File: src/rtl/joy_split_pkg.sv
// Shared types and constants for the two-player joystick splitter scanner.
package joy_split_pkg;

  typedef enum logic [1:0] {
    S1Settle,
    S1Sample,
    S2Settle,
    S2Sample
  } joy_state_e;

  localparam int unsigned JOY_W = 6;
  localparam logic [JOY_W-1:0] JOY_RELEASED = 6'h3F;
  localparam int unsigned CNT_W = 4;

endpackage

File: src/rtl/joy_debounce.sv
// Per-bit debouncer for one joystick port. Define JOY_SPLIT_DEBOUNCE_EN to enable
// counting; otherwise each strobed sample is written straight into the output.
module joy_debounce
  import joy_split_pkg::*;
#(
  parameter int unsigned DEBOUNCE_SAMPLES = 4
) (
  input  logic             CLK,
  input  logic             I_RESET_N,
  input  logic             I_SAMPLE_EN,
  input  logic [JOY_W-1:0] I_SAMPLE,
  output logic [JOY_W-1:0] O_Q
);

  logic [JOY_W-1:0] q_d, q_q;

`ifdef JOY_SPLIT_DEBOUNCE_EN
  localparam logic [CNT_W-1:0] CntMax = CNT_W'(DEBOUNCE_SAMPLES - 1);

  logic [CNT_W-1:0] cnt_d [JOY_W];
  logic [CNT_W-1:0] cnt_q [JOY_W];

  // A differing sample that finds the count already at CntMax is the final one needed.
  always_comb begin
    q_d = q_q;
    for (int i = 0; i < JOY_W; i++) begin
      cnt_d[i] = cnt_q[i];
      if (I_SAMPLE_EN) begin
        if (I_SAMPLE[i] == q_q[i]) begin
          cnt_d[i] = '0;
        end else if (cnt_q[i] == CntMax) begin
          q_d[i]   = I_SAMPLE[i];
          cnt_d[i] = '0;
        end else begin
          cnt_d[i] = cnt_q[i] + CNT_W'(1);
        end
      end
    end
  end

  always_ff @(posedge CLK) begin
    if (!I_RESET_N) begin
      q_q <= JOY_RELEASED;
      for (int i = 0; i < JOY_W; i++) begin
        cnt_q[i] <= '0;
      end
    end else begin
      q_q <= q_d;
      for (int i = 0; i < JOY_W; i++) begin
        cnt_q[i] <= cnt_d[i];
      end
    end
  end
`else
  always_comb begin
    q_d = I_SAMPLE_EN ? I_SAMPLE : q_q;
  end

  always_ff @(posedge CLK) begin
    if (!I_RESET_N) begin
      q_q <= JOY_RELEASED;
    end else begin
      q_q <= q_d;
    end
  end
`endif

  assign O_Q = q_q;

endmodule

File: src/rtl/joy_split_scan.sv
// Time-multiplexed two-player joystick scanner: drives the splitter select, settles,
// samples the synchronized pins and debounces per port (see JOY_SPLIT_DEBOUNCE_EN).
module joy_split_scan
  import joy_split_pkg::*;
#(
  parameter int unsigned SETTLE_CYCLES    = 64,
  parameter int unsigned DEBOUNCE_SAMPLES = 4
) (
  input  logic             CLK,
  input  logic             I_RESET_N,
  input  logic [JOY_W-1:0] I_JOY_RAW,
  output logic             O_JOY_SEL,
  output logic [JOY_W-1:0] O_JOY1,
  output logic [JOY_W-1:0] O_JOY2,
  output logic             O_SCAN_TICK
);

  localparam int unsigned SettleW = $clog2(SETTLE_CYCLES);
  localparam logic [SettleW-1:0] SettleLoad = SettleW'(SETTLE_CYCLES - 1);

  logic [JOY_W-1:0] sync1_q, joy_sync_q;
  joy_state_e state_d, state_q;
  logic [SettleW-1:0] settle_d, settle_q;
  logic sel_d, sel_q;
  logic tick_d, tick_q;

  always_comb begin
    state_d  = state_q;
    settle_d = settle_q;
    sel_d    = sel_q;
    tick_d   = 1'b0;
    case (state_q)
      S1Settle: begin
        if (settle_q == '0) state_d = S1Sample;
        else                settle_d = settle_q - SettleW'(1);
      end
      S1Sample: begin
        state_d  = S2Settle;
        settle_d = SettleLoad;
        sel_d    = 1'b1;
      end
      S2Settle: begin
        if (settle_q == '0) state_d = S2Sample;
        else                settle_d = settle_q - SettleW'(1);
      end
      S2Sample: begin
        state_d  = S1Settle;
        settle_d = SettleLoad;
        sel_d    = 1'b0;
        tick_d   = 1'b1;
      end
      default: begin
        state_d  = S1Settle;
        settle_d = SettleLoad;
        sel_d    = 1'b0;
      end
    endcase
  end

  always_ff @(posedge CLK) begin
    if (!I_RESET_N) begin
      sync1_q    <= JOY_RELEASED;
      joy_sync_q <= JOY_RELEASED;
      state_q    <= S1Settle;
      settle_q   <= SettleLoad;
      sel_q      <= 1'b0;
      tick_q     <= 1'b0;
    end else begin
      sync1_q    <= I_JOY_RAW;
      joy_sync_q <= sync1_q;
      state_q    <= state_d;
      settle_q   <= settle_d;
      sel_q      <= sel_d;
      tick_q     <= tick_d;
    end
  end

  joy_debounce #(
    .DEBOUNCE_SAMPLES(DEBOUNCE_SAMPLES)
  ) u_port1 (
    .CLK        (CLK),
    .I_RESET_N  (I_RESET_N),
    .I_SAMPLE_EN(state_q == S1Sample),
    .I_SAMPLE   (joy_sync_q),
    .O_Q        (O_JOY1)
  );

  joy_debounce #(
    .DEBOUNCE_SAMPLES(DEBOUNCE_SAMPLES)
  ) u_port2 (
    .CLK        (CLK),
    .I_RESET_N  (I_RESET_N),
    .I_SAMPLE_EN(state_q == S2Sample),
    .I_SAMPLE   (joy_sync_q),
    .O_Q        (O_JOY2)
  );

  assign O_JOY_SEL   = sel_q;
  assign O_SCAN_TICK = tick_q;

endmodule

File: config.mk
export PLATFORM = sky130hd
export DESIGN_NAME = joy_split_scan
export DESIGN_NICKNAME = d
export VERILOG_FILES = /design/src/rtl/joy_split_pkg.sv /design/src/rtl/joy_debounce.sv /design/src/rtl/joy_split_scan.sv
export SDC_FILE = /design/constraint.sdc
export NUM_CORES = 1
export LEC_CHECK = 0
export BUFFER_PORTS_ARGS = -buffer_cell sky130_fd_sc_hd__buf_4
export CAP_MARGIN = 10
export CELL_PAD_IN_SITES_DETAIL_PLACEMENT = 0
export CELL_PAD_IN_SITES_GLOBAL_PLACEMENT = 2
export CORE_ASPECT_RATIO = 1.25
export CORE_MARGIN = 3
export CORE_UTILIZATION = 36
export CTS_BUF_LIST = sky130_fd_sc_hd__clkbuf_8
export CTS_CLUSTER_SIZE = 40
export DETAILED_ROUTE_END_ITERATION = 7
export GPL_ROUTABILITY_DRIVEN = 0
export PLACE_DENSITY = 0.83
export SYNTH_ARGS = -nofsm -noshare
export SYNTH_HDL_FRONTEND = slang
export SYNTH_SLANG_ARGS = --single-unit
export TNS_END_PERCENT = 10
File: constraint.sdc
create_clock -name CLK -period 1.66 [get_ports CLK]
set_input_delay 0.166 -clock CLK [delete_from_list [all_inputs] [get_ports CLK]]
set_output_delay 0.166 -clock CLK [all_outputs]
set_load 0.005 [all_outputs]
==> out/summary.txt <==
drt drc = 0
aggregate global-route resource usage = 12.2%
Worst slew margin = 67.9%
prevailing post-synth register cell = dfxtp_1
Ant. Diodes = 0
Fmax achieved = 0.662 GHz
setup TNS = 0 ns
Ports = 22
Setup violations, final = 0
vias in the first global route = 927
Worst-path clk slew = 0.07 ns
pre-CTS setup slack = 0.0983 ns
layout cells sized above 1 = 24.3%
pwr/cell area = 1090 mW/mm²
max-cap viol count = 0
VDD IR-drop max = 0.808 mV
TritonCTS clock tree = done
gr ovfl total = 0
H-Tree Depth = 2
CTS Sinks = 34
Hold WC Path Type = in2reg
worst hold slack = 0.0643 ns
Setup Skew = 0.00562 ns
crit path kind = reg2reg
CP required = 1.82 ns
synth unique cells = 31
Leak = 0.000680 µW
final WL = 2400 µm
fraction of registers with async set/reset = 0%
port bufs = 21
Layout Nets = 166
Clock Latency Late Sink = 0.28 ns
critical path arrival = 1.67 ns
Vias/cell = 4.98
status = finished clean
sequential share of the synthesized area = 52.0%
Final Util = 50.4%
DR iter-0 viols = 53
Warnings, synthesis = 0
fill count = 318
Fin. Hold Viols = 0
Antenna Nets Post-Route = 0
Die Width = 59.9 µm
Mapped Area = 0.00131 mm²
Yosys reg bits = 34
largest net degree at the start of global routing = 29
DR vias = 941
dpl hpwl = 1720 µm
Worst-Margin Slew = 0.477 ns
site row count = 23
Die Area = 0.00440 mm²
period utilization = 91.0%
initial core utilization = 39.2%
crit-path max FO = 5
initial antenna violation count = 0
Critical Path Sink Type = flip-flop
Post-Synthesis Cells = 124
global-route wire length before repair = 4040 µm
CORE AREA = 0.00334 mm²
syn avg cell area = 10.6 µm²
Area growth syn-to-layout = 28.5%
commonest non-fill, non-tap cell in the layout = dfxtp_1
crit start category = flip-flop
RSZ-0062 raised after global routing = no
most frequent cells in the layout = dfxtp_1 (34), buf_4 (24), nand2_1 (14)
worst-case clock buffer depth = 2
total iterations of the first detailed-routing run = 4
syn_nets = 139
min cycle time layout = 1.51 ns
Die Y = 73.4 µm
setup ws final = 0.150 ns
max-slew violation count = 0
CTS Buf Count = 5
clk root buf = clkbuf_8
drt wl/cell = 12.7 µm
Post-synth EDFFs = 0
==> final cells by class <==
| cell class | count | area [µm²] | share of cell area, % |
|---|---|---|---|
| multi-input combinational | 78 | 586 | 34.8 |
| clock buffer | 6 | 82.6 | 4.91 |
| inverter | 7 | 26.3 | 1.56 |
| clock inverter | 2 | 60.1 | 3.57 |
| tap | 37 | 46.3 | 2.75 |
| sequential | 34 | 681 | 40.5 |
| timing repair buffer | 25 | 200 | 11.9 |
==> flip-flops by register name, summed over array words and instances, names as in the netlist <==
| signal | cells |
|---|---|
| settle_q | 6 |
| O_JOY_SEL | 1 |
| joy_sync_q | 6 |
| O_SCAN_TICK | 1 |
| u_port1.O_Q | 6 |
| state_q | 2 |
| u_port2.O_Q | 6 |
| sync1_q | 6 |
==> critical path, stage by stage, from the launching register on <==
cell and delay, ns:
dfxtp_1 0.40, inv_1 0.10, ha_1 0.24, o21a_1 0.22, a2111oi_2 0.35, o21ai_1 0.09
==> worst paths after layout <==
kind	slack, ns	from	cells past startpoint	end
min reg2reg	0.41	sync1_q[2]	1	joy_sync_q[2]
max	0.15	state_q[0]	5	settle_q[1]
max reg2reg	0.15	state_q[0]	5	settle_q[1]
min	0.06	I_JOY_RAW[0]	2	sync1_q[0]
==> synth_stat cells, types with 2 or more instances <==
cell / number / area, µm²
nor3_1: 3 / 15.0
buf_2: 3 / 15.0
dfxtp_1: 34 / 681
nand2b_1: 12 / 75.1
a21oi_1: 2 / 10.0
nand2_1: 14 / 52.6
nor3b_1: 3 / 22.5
nor2_1: 2 / 7.51
ha_1: 7 / 87.6
a211oi_1: 3 / 22.5
inv_1: 7 / 26.3
mux2i_1: 13 / 130
o21ai_1: 3 / 15.0
==> logic make-up (layout without fill, tap and decap cells) <==
group / Yosys count / after routing / synth area share, %
simple gates: 41 / 41 / 18.3
flops: 34 / 34 / 52.0
mux: 13 / 13 / 9.94
fa+ha+maj: 7 / 7 / 6.69
compound gates: 16 / 16 / 8.70
buf+inv: 12 / 40 / 3.73
xor+xnor: 1 / 1 / 0.669
==> power breakdown <==
part / internal, µW / switching [µW]
registers: 835 / 11.3
logic: 31.8 / 30.2
clock network: 640 / 286
==> what timing repair did <==
action | in CTS | in global routing
endpoints found under the setup margin | 0 | 1
hold buffers | 0 | 0
buffers inserted | 0 | 0
resized for setup | 0 | 2
==> layer usage <==
layer / share of wire (%) / global-route usage, % / wire length, µm
met1: 45 / 14.2 / 1080
met4: 1.2 / 3.69 / 29
met3: 5.2 / 4.92 / 125
met5: 0 / 0 / 0
met2: 49 / 20.1 / 1170
==> metrics by stage <==
step           cell area, µm²  power (µW)  instances
3_3_place_gp             1530         924        181
5_1_grt                  1680        1900        189
4_1_cts                  1680        1860        189
6_report                 1680        1830        189
3_5_place_dp             1530         925        181
2_1_floorplan            1310         900        124
No activity file was read; power rests on OpenSTA's default activity.
